===== src/rtl/dec_pipeline.sv =====
// dec_pipeline: three-stage 16-bit decryption pipeline (byte unswap, key rotate-right, key un-XOR)
// with valid/ready flow control on both ends. Optional define DEC_BYPASS_EN adds a per-word bypass input.

module dec_pipeline #(
    parameter int DATA_W = 16,
    parameter int CNT_W  = 16
) (
    input  logic              clk,
    input  logic              rst,
    input  logic              in_valid,
    output logic              in_ready,
    input  logic [DATA_W-1:0] in_data,
    input  logic [5:0]        key_bits,
`ifdef DEC_BYPASS_EN
    input  logic              bypass,
`endif
    output logic              out_valid,
    input  logic              out_ready,
    output logic [DATA_W-1:0] out_data,
    output logic [CNT_W-1:0]  word_count
);

    function automatic logic [15:0] d1_unswap(input logic [15:0] d);
        return {d[7:0], d[15:8]};
    endfunction

    // Rotation amount is 1..4; the field is widened before the +1 so 3 maps to 4.
    function automatic logic [15:0] d2_unrotate(input logic [15:0] d, input logic [1:0] k);
        logic [2:0]  amt;
        logic [31:0] dbl;
        amt = {1'b0, k} + 3'd1;
        dbl = {d, d} >> amt;
        return dbl[15:0];
    endfunction

    function automatic logic [15:0] d3_unxor(input logic [15:0] d, input logic [5:0] k);
        logic [15:0] m;
        m = {k[0], {5{k[2:0]}}};
        return k[5] ? ~(d ^ m) : (d ^ m);
    endfunction

    logic              s1_valid_q, s1_valid_d;
    logic [DATA_W-1:0] s1_data_q,  s1_data_d;
    logic [5:0]        s1_key_q,   s1_key_d;
    logic              s1_byp_q,   s1_byp_d;
    logic              s2_valid_q, s2_valid_d;
    logic [DATA_W-1:0] s2_data_q,  s2_data_d;
    logic [5:0]        s2_key_q,   s2_key_d;
    logic              s2_byp_q,   s2_byp_d;
    logic              s3_valid_q, s3_valid_d;
    logic [DATA_W-1:0] s3_data_q,  s3_data_d;
    logic [CNT_W-1:0]  word_count_q, word_count_d;

    logic in_byp;
    logic s1_take, s2_take, s3_take;
    logic in_fire, out_fire;

`ifdef DEC_BYPASS_EN
    assign in_byp = bypass;
`else
    assign in_byp = 1'b0;
`endif

    // Ready chain runs combinationally from out_ready so a full pipe advances as a whole.
    always_comb begin
        s3_take  = !s3_valid_q || out_ready;
        s2_take  = !s2_valid_q || s3_take;
        s1_take  = !s1_valid_q || s2_take;
        in_fire  = in_valid && s1_take;
        out_fire = s3_valid_q && out_ready;
    end

    assign in_ready   = s1_take;
    assign out_valid  = s3_valid_q;
    assign out_data   = s3_data_q;
    assign word_count = word_count_q;

    // Next-state for every stage: transform on transfer, otherwise hold.
    always_comb begin
        s1_valid_d   = s1_valid_q;
        s1_data_d    = s1_data_q;
        s1_key_d     = s1_key_q;
        s1_byp_d     = s1_byp_q;
        s2_valid_d   = s2_valid_q;
        s2_data_d    = s2_data_q;
        s2_key_d     = s2_key_q;
        s2_byp_d     = s2_byp_q;
        s3_valid_d   = s3_valid_q;
        s3_data_d    = s3_data_q;
        word_count_d = word_count_q;

        if (s1_take) begin
            s1_valid_d = in_fire;
            if (in_fire) begin
                s1_data_d = in_byp ? in_data : d1_unswap(in_data);
                s1_key_d  = key_bits;
                s1_byp_d  = in_byp;
            end else begin
                s1_data_d = s1_data_q;
            end
        end else begin
            s1_valid_d = s1_valid_q;
        end

        if (s2_take) begin
            s2_valid_d = s1_valid_q;
            if (s1_valid_q) begin
                s2_data_d = s1_byp_q ? s1_data_q : d2_unrotate(s1_data_q, s1_key_q[4:3]);
                s2_key_d  = s1_key_q;
                s2_byp_d  = s1_byp_q;
            end else begin
                s2_data_d = s2_data_q;
            end
        end else begin
            s2_valid_d = s2_valid_q;
        end

        if (s3_take) begin
            s3_valid_d = s2_valid_q;
            if (s2_valid_q) begin
                s3_data_d = s2_byp_q ? s2_data_q : d3_unxor(s2_data_q, s2_key_q);
            end else begin
                s3_data_d = s3_data_q;
            end
        end else begin
            s3_valid_d = s3_valid_q;
        end

        if (out_fire) begin
            word_count_d = word_count_q + {{(CNT_W-1){1'b0}}, 1'b1};
        end else begin
            word_count_d = word_count_q;
        end
    end

    // State registers with synchronous reset that also flushes in-flight words.
    always_ff @(posedge clk) begin
        if (rst) begin
            s1_valid_q   <= 1'b0;
            s1_data_q    <= '0;
            s1_key_q     <= 6'd0;
            s1_byp_q     <= 1'b0;
            s2_valid_q   <= 1'b0;
            s2_data_q    <= '0;
            s2_key_q     <= 6'd0;
            s2_byp_q     <= 1'b0;
            s3_valid_q   <= 1'b0;
            s3_data_q    <= '0;
            word_count_q <= '0;
        end else begin
            s1_valid_q   <= s1_valid_d;
            s1_data_q    <= s1_data_d;
            s1_key_q     <= s1_key_d;
            s1_byp_q     <= s1_byp_d;
            s2_valid_q   <= s2_valid_d;
            s2_data_q    <= s2_data_d;
            s2_key_q     <= s2_key_d;
            s2_byp_q     <= s2_byp_d;
            s3_valid_q   <= s3_valid_d;
            s3_data_q    <= s3_data_d;
            word_count_q <= word_count_d;
        end
    end

endmodule


===== config.mk =====
export PLATFORM = sky130hd
export DESIGN_NAME = dec_pipeline
export DESIGN_NICKNAME = d
export VERILOG_FILES = /design/src/rtl/dec_pipeline.sv
export SDC_FILE = /design/constraint.sdc
export NUM_CORES = 1
export LEC_CHECK = 0
export ABC_AREA = 1
export CORE_UTILIZATION = 40
export CTS_CLUSTER_SIZE = 10
export DETAILED_ROUTE_END_ITERATION = 16
export SLEW_MARGIN = 30
export SYNTH_ARGS = -nofsm -noshare
export SYNTH_HDL_FRONTEND = slang
export SYNTH_SLANG_ARGS = --single-unit

===== constraint.sdc =====
create_clock -name clk -period 3.4 [get_ports clk]
set_input_delay 0.68 -clock clk [delete_from_list [all_inputs] [get_ports clk]]
set_output_delay 0.68 -clock clk [all_outputs]
set_load 0.02 [all_outputs]

==> metrics.yaml <==
run_status:
  outcome: "complete, no violations"
synthesis:
  syn_area_sq_um: 3348
  postSynthCellCount: 460
  synth_cell_types: 22
  ys_warn_count: 0
  top_ff_cell_synth: "sky130_fd_sc_hd__dfxtp_1"
  postSynthRegisterBits: 77
  post_synth.cell_area_avg_sq_um: 7.279
  ys_async_sr_fraction: 0
  post-synth-top-count-cell: "sky130_fd_sc_hd__dfxtp_1"
  seq_total_area_yosys: 0.4604
  synth_top_cell_by_area: "sky130_fd_sc_hd__dfxtp_1"
  synth_area_leaders: "sky130_fd_sc_hd__dfxtp_1 (46%), sky130_fd_sc_hd__nand2_1 (8.3%), sky130_fd_sc_hd__nor2_1 (7.4%), sky130_fd_sc_hd__a21oi_1 (6.6%), sky130_fd_sc_hd__o21ai_1 (6.6%)"
  synth_largest_type_area_fraction: 0.4604
  number_of_nets_produced_by_synthesis: 487
  number_of_enable_flip_flop_cells_after_synthesis: 0
  post_synth_most_frequent_cells: "sky130_fd_sc_hd__dfxtp_1 (77), sky130_fd_sc_hd__nand2_1 (74), sky130_fd_sc_hd__nor2_1 (66)"
drt:
  detail_route.wirelength_microns: 7167
  routedWlPerCell_microns: 11.60
  drt_pre_antenna_iters: 4
  m1WireLength_microns: 3413
  dr_wl_met2_microns: 3386
  drtIter0Drc: 88
  antenna_left: 0
  detailroute.via_count: 2972
  route.top_layer_used: "met4"
  viasPerCell: 4.809
  dr_drc_count: 0
  met3RoutedLength_microns: 263
cells_and_area:
  syn2layout_area_growth_pct: 24.81
  antenna_cells: 0
  finish.net_count: 536
  postLayoutCoreUtil: 0.5112
  final_layout_size_suffix_gt1_frac: 0.05458
  fillCellCount: 830
cts:
  ctsResizeCount: 0
  cts_max_level: 3
  cts_setup_buffers: 0
  cts_max_path_buffers: 2
  clock_sink_count: 77
  ctsHoldBuffers: 0
  clkTransAtPathRegs_ns: 0.08
  clk_latency_ns: 0.34
  cts_made_buffers: 9
  clk_root_buffer_cell: "sky130_fd_sc_hd__clkbuf_8"
  tritoncts_clock_tree: "built"
global_routing:
  antenna_violations_before_repair: 0
  pin_count_of_the_biggest_net_entering_global_routing: 55
  global_route_overflow: 0
  grt_pass1_vias: 2819
  gr-usage-all-layers: 0.1766
  grt_first_pass_wirelength_microns: 12150
floorplan:
  chipHeight_microns: 93.49
  top_level_ports: 60
  die_area_sq_um: 8740
  design.core.area_sq_um: 8175
  initial_utilization: 0.4096
  die-width_microns: 93.49
  std_cell_rows: 33
worst_setup_path:
  timing.critical_path.required_ns: 2.72
  timing.critical_path.cells: "clkdlybuf4s50_1 > inv_1 > nand4_1 > clkdlybuf4s50_1"
  end_kind: "output pin"
  timing.critical_path.slowest_stage_cell: "sky130_fd_sc_hd__clkdlybuf4s50_1"
  crit_fanout: 3
  cp_data_arrival_time_ns: 1.94
  setup.worst_path.start_class: "primary input"
  crit_start: "out_ready"
  crit_type: "primary input to output pin"
  regToRegStartpoint: "s1_key_q[3]$_SDFFE_PP0P_"
  critical_path.max_stage_delay_ns: 0.62
  worst_path_most_repeated_cell: "sky130_fd_sc_hd__clkdlybuf4s50_1"
timing:
  fmax_ghz: 0.3816
  totalNegativeSetupSlack_ns: 0
  finalWorstPathRequiredPeriod_ns: 2.620
  tightest_slew_ns: 0.9003
  slew_viol_final: 0
  final.period_utilization: 0.7707
  slew_headroom: 0.3990
  timing.hold.ws_ns: 0.4822
  fin_skew_ns: 0.01067
  hold_violations: 0
  setup_repair_after_global_routing_missed_its_margin: "false"
  number_of_endpoints_failing_setup_at_the_final_stage: 0
flow_run:
  drv.max_cap_violation_count: 0
place:
  detailed_place_hpwl_microns: 5218
  port_buffers: 59
  finalWeightedCongestion: 0.7894
pwr:
  worst_ir_drop_vdd_mv: 0.3034
  power.leakage_nw: 1.681
  totalPowerFinal_mw: 1.835
  pwr_density_cell_nw_per_um2: 439.0
min_path:
  worstHoldPathType: "flop to flop"
  min_from: "s1_key_q[5]$_SDFFE_PP0P_"
==> cells by family (layout without fill, tap and decap cells) <==
group                      after synthesis  count (layout)  share of synthesized area
and+or+nand+nor                        173             173                     0.2085
AOI/OAI and AO/OA                      118             118                     0.1898
DFF                                     77              77                     0.4604
buffers and inverters                   72             125                    0.08109
xor gates and xnor gates                19              19                    0.05643
adders and majority gates                1               1                   0.003736
==> final timing paths <==
| check | endpoint | slack (ns) | depth (start not counted) |
|---|---|---|---|
| setup / recovery | in_ready | 0.78 | 4 |
| hold / removal | s1_key_q[5]$_SDFFE_PP0P_ | 0.48 | 2 |
| setup reg to reg | s2_data_q[3]$_SDFFE_PP0P_ | 1.71 | 5 |
| hold reg to reg | s1_key_q[5]$_SDFFE_PP0P_ | 0.48 | 2 |
==> metal layers <==
metal | GRT usage | vias up
met5 | 0 | -
met4 | 0.06667 | 0
met3 | 0.04390 | 10
met2 | 0.3100 | 53
met1 | 0.2061 | 1319
li1 | - | 1590
==> registers in the layout, summed over array words and instances (netlist names) <==
name / flops
out_data: 16
s1_data_q: 16
s2_data_q: 16
word_count: 16
s1_key_q: 6
s2_key_q: 4
out_valid: 1
s1_valid_q: 1
s2_valid_q: 1
==> per-stage QoR <==
| stage | cell area, sq um | setup slack [ns] | instances |
|---|---|---|---|
| finish | 4179 | 0.7797 | 618 |
| global placement | 4014 | 0.7867 | 603 |
| global route | 4179 | 0.7038 | 618 |
| CTS | 4179 | 0.7790 | 618 |
| detailed placement | 4014 | 0.7860 | 603 |
| floorplan | 3348 | 1.606 | 460 |
==> power breakdown <==
group,internal [mW],switching [mW]
Combinational,0.119,0.139
Clock,0.259,0.331
Sequential,0.948,0.0385
Total,1.33,0.508
==> area by class of cell <==
class                           instances  area [sq um]  area share
Inverter                               48         180.2     0.04311
Timing Repair Buffer                   62         625.6      0.1497
Clock inverter                          6         41.29    0.009880
Clock buffer                            9         123.9     0.02964
Multi-Input combinational cell        311          1535      0.3674
Tap cell                              105         131.4     0.03144
Sequential cell                        77          1541      0.3689
==> worst max-delay path, delay by kind of cell <==
family,cells,cell delay (ns)
buf+inv,3,1.15
simple gates,1,0.11
==> cells in the final DEF, fill, tap and decap left out, types with 2 or more instances in the layout <==
cell / Yosys / layout
sky130_fd_sc_hd__clkbuf_8: 0 / 9
sky130_fd_sc_hd__clkinvlp_4: 0 / 3
sky130_fd_sc_hd__o21ai_1: 44 / 44
sky130_fd_sc_hd__xor2_2: 3 / 3
sky130_fd_sc_hd__inv_1: 42 / 42
sky130_fd_sc_hd__nor2_1: 66 / 66
sky130_fd_sc_hd__o21ai_0: 12 / 12
sky130_fd_sc_hd__o211ai_1: 16 / 16
sky130_fd_sc_hd__dfxtp_1: 77 / 77
sky130_fd_sc_hd__buf_4: 0 / 2
sky130_fd_sc_hd__nor3_1: 3 / 3
sky130_fd_sc_hd__xnor2_1: 15 / 15
sky130_fd_sc_hd__a21oi_1: 44 / 44
sky130_fd_sc_hd__nand2_1: 74 / 74
sky130_fd_sc_hd__clkinv_2: 0 / 2
sky130_fd_sc_hd__nand3_1: 27 / 27
sky130_fd_sc_hd__clkdlybuf4s50_1: 0 / 59
sky130_fd_sc_hd__inv_2: 6 / 6
sky130_fd_sc_hd__nand4_1: 2 / 2
No activity file was read; power rests on OpenSTA's default activity.
